$ cat config.mk
export PLATFORM = sky130hd
export DESIGN_NAME = weight_bank_buffer
export DESIGN_NICKNAME = d
export VERILOG_FILES = /design/src/rtl/cnn_pkg.sv /design/src/rtl/weight_bank.sv /design/src/rtl/weight_bank_buffer.sv
export SDC_FILE = /design/constraint.sdc
export NUM_CORES = 1
export LEC_CHECK = 0
export BUFFER_PORTS_ARGS = -buffer_cell sky130_fd_sc_hd__buf_2
export CORE_ASPECT_RATIO = 1.2
export CORE_MARGIN = 1.5
export CORE_UTILIZATION = 53
export DETAILED_ROUTE_END_ITERATION = 8
export PLACE_DENSITY = 0.77
export SLEW_MARGIN = 40
export SYNTH_ARGS = -nofsm -noshare
export SYNTH_HDL_FRONTEND = slang
export SYNTH_SLANG_ARGS = --single-unit
$ cat constraint.sdc
create_clock -name clk -period 19.7 [get_ports clk]
set_clock_uncertainty 0.15 [all_clocks]
set_input_delay 1.97 -clock clk [delete_from_list [all_inputs] [get_ports clk]]
set_output_delay 1.97 -clock clk [all_outputs]
set_load 0.02 [all_outputs]
$ cat src/rtl/cnn_pkg.sv
// Shared CNN datapath types: weight word, weight-buffer FSM states and default geometry.
package cnn_pkg;

    localparam int DATA_WIDTH_DEF  = 8;
    localparam int KERNEL_SIZE_DEF = 9;
    localparam int NUM_CH_DEF      = 4;

    typedef logic [DATA_WIDTH_DEF-1:0] weight_t;

    typedef enum logic {FILL, FULL} wbuf_state_t;

endpackage

$ cat src/rtl/weight_bank.sv
// One DEPTH-entry register bank: single write port, async clear, full parallel read.
module weight_bank #(
    parameter int DATA_WIDTH = 8,
    parameter int DEPTH      = 36,
    parameter int AW         = $clog2(DEPTH)
) (
    input  logic                              clk,
    input  logic                              rst,
    input  logic                              i_we,
    input  logic [AW-1:0]                     i_addr,
    input  logic [DATA_WIDTH-1:0]             i_wdata,
    output logic [DEPTH-1:0][DATA_WIDTH-1:0]  o_rdata
);

    logic [DEPTH-1:0][DATA_WIDTH-1:0] r_mem;

    always_ff @(posedge clk or posedge rst) begin
        if (rst) begin
            r_mem <= '0;
        end else if (i_we) begin
            r_mem[i_addr] <= i_wdata;
        end
    end

    assign o_rdata = r_mem;

endmodule

$ cat src/rtl/weight_bank_buffer.sv
// Double-buffered kernel weight store: compute reads the active bank while the
// loader fills the shadow bank; a swap handshake exchanges them between layers.
module weight_bank_buffer
    import cnn_pkg::*;
#(
    parameter int DATA_WIDTH  = DATA_WIDTH_DEF,
    parameter int KERNEL_SIZE = KERNEL_SIZE_DEF,
    parameter int NUM_CH      = NUM_CH_DEF,
    parameter int DEPTH       = NUM_CH * KERNEL_SIZE,
    parameter int AW          = $clog2(DEPTH)
) (
    input  logic                                                clk,
    input  logic                                                rst,
    input  logic                                                load_valid,
    input  logic [DATA_WIDTH-1:0]                               load_data,
    output logic                                                load_ready,
    input  logic                                                clear,
    input  logic                                                swap_req,
    output logic                                                swap_ack,
    output logic                                                shadow_full,
    output logic [AW:0]                                         fill_count,
    output logic [0:NUM_CH-1][0:KERNEL_SIZE-1][DATA_WIDTH-1:0]  weights,
    output logic                                                weights_valid
);

    localparam logic [AW:0] LAST_IDX = (AW+1)'(DEPTH - 1);

    wbuf_state_t r_state;
    wbuf_state_t w_next_state;
    logic [AW:0] r_fill_count;
    logic        r_active_sel;
    logic        r_weights_valid;
    logic        r_swap_ack;

    logic        w_accept;
    logic        w_swap;
    logic [1:0]  w_we;
    logic [DEPTH-1:0][DATA_WIDTH-1:0] w_rdata0;
    logic [DEPTH-1:0][DATA_WIDTH-1:0] w_rdata1;
    logic [DEPTH-1:0][DATA_WIDTH-1:0] w_active;

    // clear outranks both a load beat and a swap arriving in the same cycle
    assign w_accept = load_valid && (r_state == FILL) && !clear;
    assign w_swap   = swap_req && (r_state == FULL) && !clear;
    assign w_we[0]  = w_accept &&  r_active_sel;
    assign w_we[1]  = w_accept && !r_active_sel;

    always_ff @(posedge clk or posedge rst) begin
        if (rst) begin
            r_state <= FILL;
        end else begin
            r_state <= w_next_state;
        end
    end

    always_comb begin
        w_next_state = r_state;
        if (clear) begin
            w_next_state = FILL;
        end else begin
            case (r_state)
                FILL:    if (w_accept && (r_fill_count == LAST_IDX)) w_next_state = FULL;
                FULL:    if (w_swap) w_next_state = FILL;
                default: w_next_state = FILL;
            endcase
        end
    end

    always_ff @(posedge clk or posedge rst) begin
        if (rst) begin
            r_fill_count    <= '0;
            r_active_sel    <= 1'b0;
            r_weights_valid <= 1'b0;
            r_swap_ack      <= 1'b0;
        end else begin
            r_swap_ack <= w_swap;
            if (clear || w_swap) begin
                r_fill_count <= '0;
            end else if (w_accept) begin
                r_fill_count <= r_fill_count + 1'b1;
            end
            if (w_swap) begin
                r_active_sel    <= ~r_active_sel;
                r_weights_valid <= 1'b1;
            end
        end
    end

    weight_bank #(.DATA_WIDTH(DATA_WIDTH), .DEPTH(DEPTH), .AW(AW)) u_bank0 (
        .clk     (clk),
        .rst     (rst),
        .i_we    (w_we[0]),
        .i_addr  (r_fill_count[AW-1:0]),
        .i_wdata (load_data),
        .o_rdata (w_rdata0)
    );

    weight_bank #(.DATA_WIDTH(DATA_WIDTH), .DEPTH(DEPTH), .AW(AW)) u_bank1 (
        .clk     (clk),
        .rst     (rst),
        .i_we    (w_we[1]),
        .i_addr  (r_fill_count[AW-1:0]),
        .i_wdata (load_data),
        .o_rdata (w_rdata1)
    );

    assign w_active = r_active_sel ? w_rdata1 : w_rdata0;

    always_comb begin
        weights = '0;
        for (int c = 0; c < NUM_CH; c++) begin
            for (int k = 0; k < KERNEL_SIZE; k++) begin
                weights[c][k] = w_active[c*KERNEL_SIZE + k];
            end
        end
    end

    assign load_ready    = (r_state == FILL);
    assign shadow_full   = (r_state == FULL);
    assign fill_count    = r_fill_count;
    assign swap_ack      = r_swap_ack;
    assign weights_valid = r_weights_valid;

endmodule
* Word-level counts from Yosys, hierarchy flattened *
Cells that the tools add are included.
Widths: inputs -> output; s select.

storage, ports and cells
  register bits = 587
  input port bits = 13
  logic and storage cells = 106

operators by class
  $add $sub $neg = 1
  magnitude comparators = 2
  equal/unequal tests = 1
  mux-type cells = 11
  bitwise gates (word level) = 2
  reduce and logical (&&, ||, !) cells = 12

operator list
  cell                 number
  $bwmux 288           2
  $mux 288             1
  $demux 8 s6          1
  $mux 7               2
  $logic_and 1x1->1    8
  $mux 8               1
  $add 7x1->7 const B  1
  $eq 7x6->1 const B   1
  $lt 6x7->1 const B   1
  $ge 6x1->1 const B   1
  $mux 1               3
  $logic_not 1->1      2
  $not 1->1            2
  $pmux 1 s2           1
  $reduce_bool 2->1    1
  $logic_or 1x1->1     1

* Depth between registers and ports, before layout *
Gate-level depths: netlist of run 1.

  word-level depth = 7
  depth in mapped cells = 6
  mapped depth without buffers = 4

* Cells and area by module *
A second synthesis of run 1 with hierarchy kept.

second synthesis, totals
  cells, all modules = 1,718
  area total of the unflattened synthesis = 26,350.3 µm²

by module, submodules not included
  module                 times used  cells each  area each (µm²)  sequential area each (µm²)
  weight_bank (u_bank1)  1           672         11,225.8         7,206.9
  weight_bank (u_bank0)  1           673         11,179.5         7,206.9
  weight_bank_buffer     1           373         3,945.0          275.3

* Worst setup path after synthesis of run 1 *
No wires, ideal clock.

  path type = input to register
  from = in clear
  to = reg u_bank1.r_mem, in the netlist u_bank1.o_rdata[40]
  library setup time = 125 ps
  data arrival time = 3,654 ps
  data required time = 19,425 ps
  setup slack = 15,771 ps
  stages on the path = 6
  cell sequence = buf_2 or4b_1 buf_6 buf_12 nor3_4 mux2_4

on the way
  longest elaborated chain between the ends = 3

RTL lines
  item                           line                      source
  start, declared                weight_bank_buffer.sv:17  input logic clear,
  $logic_not 1->1                weight_bank_buffer.sv:43  assign w_accept = load_valid && (r_state == FILL) && !clear;
  $logic_and 1x1->1              weight_bank_buffer.sv:43
  $logic_and 1x1->1              weight_bank_buffer.sv:46  assign w_we[1] = w_accept && !r_active_sel;
  end signal, assigned by index  weight_bank.sv:21         r_mem[i_addr] <= i_wdata;
  end, declared                  weight_bank.sv:15         logic [DEPTH-1:0][DATA_WIDTH-1:0] r_mem;

Every way passes these cells.
A chain may end at the register's enable or synchronous reset.

==> flow_summary.yaml, run 1 <==
sta:
  timing.final.crit_share_pct: 25.32
  rsz0062_at_grt: "no"
  post-route-min-period_ns: 4.988
  fin_tns_setup_ns: 0
  setup_viol: 0
  max_freq_mhz: 200.5
  hold_viol: 0
  tightest_slew_ns: 0.8598
  setup_ws_ns: 14.71
  maxSlewViolCount: 0
  relSlewSlack_pct: 42.50
placement:
  placed_area_mm2: 0.02808
  pre_cts_slack_ns: 15.13
  gp_congestion: 0.8042
  dp_hpwl_um: 38570
  io_buffers: 311
worst_setup_path:
  worstSetupEndpointType: "output port"
  worstSetupPathType: "reg -> out"
  critPathRequiredTime_ns: 17.58
  cp.arrival_ns: 2.87
  critical_path.startpoint_type: "register"
  cp_max_fo: 92
yosys:
  ys_seq_area_share_pct: 56.63
  yosys_warnings: 0
  syn_nets: 1730
  ys_types: 34
  yosys_register_bits: 587
  synth_xor_area_share_pct: 0.06753
  yosys.area_share.adder_pct: 0.04823
  synth.area.mux_share_pct: 37.66
  syn_area_mm2: 0.02594
  synth_top_family_by_area: "multiplexers"
  synth-simple-area-share_pct: 3.362
  synthCells: 1716
  synth_area_per_cell_um2: 15.12
  synth_compound_area_share_pct: 0.1640
routing:
  vias: 15200
  drc: 0
  postRouteAntennaNets: 0
  post_drt_wl_per_cell_um: 23.78
  postRouteWirelength_um: 63160
  routed_via_density: 5.722
  drt_iter0_markers: 688
  drt_pass1_iterations: 6
clocking:
  cts_max_path_buffers: 3
  cts_resized: 0
  post-cts-setup-buffers: 0
  path_clk_slew_ns: 0.06
  clk_latency_ns: 0.60
  cts_sinks: 587
  ctsRootBufferMaster: "clkbuf_16"
  cts_tree: "built"
  cts.hold.buffers_added: 0
  cts_buffers: 57
  htree_levels: 2
global_routing:
  track_usage_pct: 25.27
  grt_max_degree: 159
  grt_first_pass_wirelength_um: 97020
  grt_remaining_overflow: 0
  antenna_found_initial: 2
  grt_pass1_vias: 16320
power:
  total_leakage_power_nw: 15.96
  vdd_drop_max_mv: 0.08285
  total_power_w: 0.002642
  power_density_mw_per_mm2: 87.76
layout:
  drive_gt1_share_pct: 65.83
  fin_nets: 1996
  design_area_mm2: 0.03010
  area_growth_pct: 16.04
flow_run:
  maxCapViolCount: 0
floorplan:
  fp.dieH_um: 245.3
  die-area_mm2: 0.05028
  boundaryPins: 312
  die_w_um: 205.0
  fp-row-count: 88
  core_mm2: 0.04823
  initial_utilization_pct: 53.79
status:
  status: "finished clean"
hold_path:
  hold_class: "reg -> reg"
-- path summary, 6_finish.rpt --
path / start / end / slack, ns / cells after the start
setup / recovery: r_active_sel / weights[277] / 14.71 / 5
hold / removal: weights_valid / weights_valid / 0.33 / 1
max in group asynchronous: rst / u_bank0.o_rdata[209] / 16.06 / 5
setup reg to reg: fill_count[2] / u_bank1.o_rdata[247] / 16.75 / 3
hold reg to reg: weights_valid / weights_valid / 0.33 / 1
min in group asynchronous: rst / u_bank1.o_rdata[104] / 1.29 / 2
-- synth_stat cells, drive strengths merged --
library cell	instances	area, um2
clkbuf	107	401.6
nand4bb	1	11.26
o21ai	3	15.01
mux2	864	9759
nor4b	1	15.01
ha	1	12.51
nor2	2	7.510
and3b	2	17.52
nand2b	2	12.51
o211ai	1	7.510
nor3	29	337.8
xnor2	2	17.52
and3	1	6.260
or4	1	7.510
or3b	3	26.28
mux2i	1	10.01
nand2	6	22.52
or4b	1	10.01
nand3	53	265.3
nor3b	7	52.55
buf	24	123.9
a21oi	4	20.02
nand3b	4	30.03
or3	3	18.77
or2	1	6.260
inv	3	11.26
and4bb	2	25.02
dfrtp	587	14690
-- final cells by class --
| class | count | area [um2] |
|---|---|---|
| fill | 3593 | 18120 |
| sequential | 587 | 14690 |
| timing repair buffer | 338 | 1907 |
| multi-input combinational | 995 | 10760 |
| inverter | 3 | 23.77 |
| clock inverter | 22 | 294.0 |
| clock buffer | 80 | 1633 |
| tap | 630 | 788.3 |
| antenna | 1 | 2.502 |
-- sequential cells by signal, summed over array words and instances (netlist names) --
signal           cells
swap_ack             1
u_bank0.o_rdata    288
weights_valid        1
u_bank1.o_rdata    288
fill_count           7
shadow_full          1
r_active_sel         1
-- logic make-up after synthesis --
logic type | after synthesis
and+or+nand+nor | 119
DFF | 587
adders and majority gates | 1
buffers and inverters | 134
AOI/OAI and AO/OA | 8
muxes | 865
xor gates and xnor gates | 2
-- worst max-delay path, stage by stage (launching register included) --
cell and delay [ns]:
dfrtp_4 0.50, buf_12 0.27, buf_12 0.35, buf_16 0.38
mux2_2 0.42, buf_2 0.17
-- per-stage QoR --
stage,hold WS (ns),utilization [%],instances
after floorplan,0.3237,-,1716
after global placement,0.2958,58.03,2548
after detailed placement,0.3159,58.23,2550
after CTS,0.3327,62.22,2652
after global routing,0.3572,62.42,2656
final,0.3325,62.42,2656
-- layer usage --
metal | global-route usage (%) | vias up | share of wire (%)
met5 | 0 | - | 0
met3 | 5.553 | 91 | 5.4
met2 | 42.18 | 340 | 50
met4 | 8.523 | 0 | 2.9
met1 | 32.61 | 8070 | 42
li1 | - | 6697 | -
-- where the power goes --
| part | internal, W | leakage, nW | total (W) | switching [W] |
|---|---|---|---|---|
| sequential | 0.00125 | 8.07 | 0.00128 | 0.0000263 |
| combinational | 0.0000941 | 6.93 | 0.000239 | 0.000144 |
| clock | 0.000666 | 0.952 | 0.00112 | 0.000457 |
-- placed cells by master, fill, tap and decap left out, drive strengths merged --
cell type and instances:
or2 1, and4bb 2, nor2 2, nor3b 7, or4 1, nor3 29
xnor2 2, nand2b 2, diode 1, or3 3, or3b 3, inv 2
bufinv 7, and3b 2, a21oi 4, nand3 53, clkinv 14, o21ai 3
nand3b 4, clkbuf 82, o211ai 1, mux2i 1, buf 336, nor4b 1
nand4bb 1, or4b 1, ha 1, clkinvlp 2, and3 1, dfrtp 587
nand2 6, mux2 864
Note: power is estimated with default switching activity, not from simulation.
==> run 2: changes to the inputs <==
--- a/config.mk
+++ b/config.mk
@@ -5,12 +5,13 @@
 export SDC_FILE = /design/constraint.sdc
 export NUM_CORES = 1
 export LEC_CHECK = 0
+export ABC_AREA = 1
 export BUFFER_PORTS_ARGS = -buffer_cell sky130_fd_sc_hd__buf_2
 export CORE_ASPECT_RATIO = 1.2
 export CORE_MARGIN = 1.5
 export CORE_UTILIZATION = 53
 export DETAILED_ROUTE_END_ITERATION = 8
-export PLACE_DENSITY = 0.77
+export PLACE_DENSITY = 0.76
 export SLEW_MARGIN = 40
 export SYNTH_ARGS = -nofsm -noshare
 export SYNTH_HDL_FRONTEND = slang
==> constraint.sdc (replaced) <==
create_clock -name clk -period 4.3 [get_ports clk]
set_clock_uncertainty 0.15 [all_clocks]
set_input_delay 0.43 -clock clk [delete_from_list [all_inputs] [get_ports clk]]
set_output_delay 0.43 -clock clk [all_outputs]
set_load 0.02 [all_outputs]
==> flow_summary.yaml, run 2 <==
floorplan:
  die_w_um: 209.6
  initial_utilization_pct: 53.82
  boundaryPins: 312
  die-area_mm2: 0.05260
  core_mm2: 0.05045
  fp-row-count: 90
  fp.dieH_um: 250.9
yosys:
  synth_top_family_by_area: "simple AND/OR/NAND/NOR gates"
  synthFlopType: "dfrtp_1"
  synth_area_per_cell_um2: 7.540
  synth_common_cells: "nand2_1, dfrtp_1, nand3_1, clkbuf_1, buf_2"
  synth_xor_area_share_pct: 0.03226
  synth_most_common_cell: "nand2_1"
  syn_nets: 3615
  yosys.area_share.adder_pct: 0.04608
  synth_compound_area_share_pct: 0.1567
  synth-simple-area-share_pct: 41.70
  syn_area_mm2: 0.02715
  yosys-top-cells-area: "dfrtp_1, nand2_1, nand3_1"
  yosys_register_bits: 587
  yosysTopAreaCellShare_pct: 54.10
  synth_top_area_cell: "dfrtp_1"
  synthArstFlopShare_pct: 100.0
  ys_seq_area_share_pct: 54.10
  yosys_warnings: 0
  synthCells: 3601
  synth_edf_count: 0
  ys_types: 22
  synth.area.mux_share_pct: 0
clocking:
  post-cts-setup-buffers: 0
  cts_max_path_buffers: 3
  cts_buffers: 58
  path_clk_slew_ns: 0.06
  cts.hold.buffers_added: 1
  htree_levels: 2
  ctsRootBufferMaster: "clkbuf_16"
  clk_latency_ns: 0.60
  cts_tree: "built"
  cts_sinks: 587
  cts_resized: 0
worst_setup_path:
  cp_cell_sequence: "inv_12, buf_4, nand2_1, nand2_1, buf_2"
  critPathRequiredTime_ns: 3.72
  cp.arrival_ns: 2.56
  critical_path.startpoint_type: "register"
  cp.depth: 5
  worst_path_max_delay_cell: "dfrtp_4"
  critPathMostFrequentCell: "nand2_1"
  cp_max_fo: 147
  crit_family: "buffers and inverters"
  slowest_delay_ns: 0.53
  worstSetupEndpointType: "output port"
  rr_worst_depth: 6
  worstSetupPathType: "reg -> out"
  cp_num_buf_inv: 3
sta:
  fin_hold_ws_ns: 0.07354
  maxSlewViolCount: 0
  post-route-min-period_ns: 3.143
  hold_viol: 0
  timing.final.crit_share_pct: 73.09
  fin_tns_setup_ns: 0
  rsz0062_at_grt: "no"
  relSlewSlack_pct: 40.68
  tightest_slew_ns: 0.8898
  max_freq_mhz: 318.2
  setup_viol: 0
hold_path:
  min_delay_path_depth: 4
  hold_class: "in -> reg"
global_routing:
  track_usage_pct: 30.33
  grt_first_pass_wirelength_um: 127300
  grt_remaining_overflow: 0
  grt_max_degree: 186
  antenna_found_initial: 0
  grt_pass1_vias: 23000
routing:
  post_drt_wl_per_cell_um: 18.00
  routed_via_density: 5.523
  drc: 0
  vias: 24660
  postRouteAntennaNets: 0
  drt_pass1_iterations: 6
  postRouteWirelength_um: 80400
  drt_iter0_markers: 2410
layout:
  layout_commonest_cell: "nand2_1"
  fin_nets: 3791
  drive_gt1_share_pct: 13.34
  antennaDiodeCount: 0
  mostFrequentLayoutCells: "nand2_1, dfrtp_1, nand3_1, buf_2, clkbuf_16"
  area_growth_pct: 14.35
power:
  vdd_drop_max_mv: 0.4119
  power_density_mw_per_mm2: 385.9
  total_leakage_power_nw: 18.44
placement:
  gp_congestion: 0.8666
  io_buffers: 311
  dp_hpwl_um: 46780
status:
  status: "finished clean"
flow_run:
  maxCapViolCount: 0
run 2: changes by cell type after synthesis, moves of 7 or more:
cell / previous run / this run
buf_2: 2 / 104
clkbuf_1: 107 / 119
inv_2: 0 / 9
mux2_2: 856 / 0
mux2_4: 8 / 0
nand2_1: 6 / 2105
nand3_1: 53 / 584
nand3_2: 0 / 8
nor2_2: 0 / 26
nor2_4: 0 / 12
nor3_2: 16 / 0
nor3_4: 10 / 0
nor3b_1: 7 / 0
run 2: layer usage:
metal	routed length (um)	vias to the layer above	GRT usage (%)
met4	3056	0	12.42
met1	33470	11850	42.43
met2	38170	996	47.66
li1	-	11650	-
met3	5701	166	4.497
met5	0	-	0
run 2: worst reg2reg max path, delay by kind of cell (launching register included):
kind,cells,cell delay [ns]
buffers and inverters,2,0.81
DFF,1,0.53
and+or+nand+nor,4,1.14
run 2: metrics by stage:
stage	cell area (um2)	utilization (%)	power, W	instances	setup WS, ns
2_1_floorplan	27160	-	0.006526	3601	-4.281
3_3_place_gp	28970	57.43	0.006859	4357	1.581
3_5_place_dp	29000	57.49	0.006872	4357	1.625
4_1_cts	30970	61.38	0.01202	4463	1.160
5_1_grt	31050	61.55	0.01236	4466	1.064
6_report	31050	61.55	0.01198	4466	1.157
run 2: worst paths after layout:
kind                          startpoint              endpoint  slack [ns]
hold reg to reg            weights_valid         weights_valid        0.32
hold / removal                     clear         fill_count[5]        0.07
setup / recovery            r_active_sel          weights[276]        1.16
setup reg to reg            r_active_sel   u_bank1.o_rdata[99]        1.56
min in group asynchronous            rst  u_bank1.o_rdata[230]        0.23
max in group asynchronous            rst   u_bank1.o_rdata[20]        2.62
run 2: kinds of logic (layout without fill, tap and decap cells):
| logic type | count (synthesis) | after routing |
|---|---|---|
| simple gates | 2752 | 2752 |
| fa+ha+maj | 1 | 1 |
| compound gates | 8 | 8 |
| flops | 587 | 587 |
| buf+inv | 252 | 473 |
| xor+xnor | 1 | 1 |
run 2: power by group:
| part | switching [W] | internal [W] |
|---|---|---|
| Clock | 0.00217 | 0.00303 |
| Combinational | 0.000799 | 0.000216 |
| Sequential | 0.0000951 | 0.00568 |
run 2: cell type report:
class | count | area [um2]
Fill cell | 4497 | 19400
Sequential cell | 587 | 14690
Multi-Input combinational cell | 2762 | 11400
Timing Repair Buffer | 353 | 2121
Clock buffer | 87 | 1784
Tap cell | 644 | 805.8
Clock inverter | 18 | 170.2
Inverter | 15 | 72.57
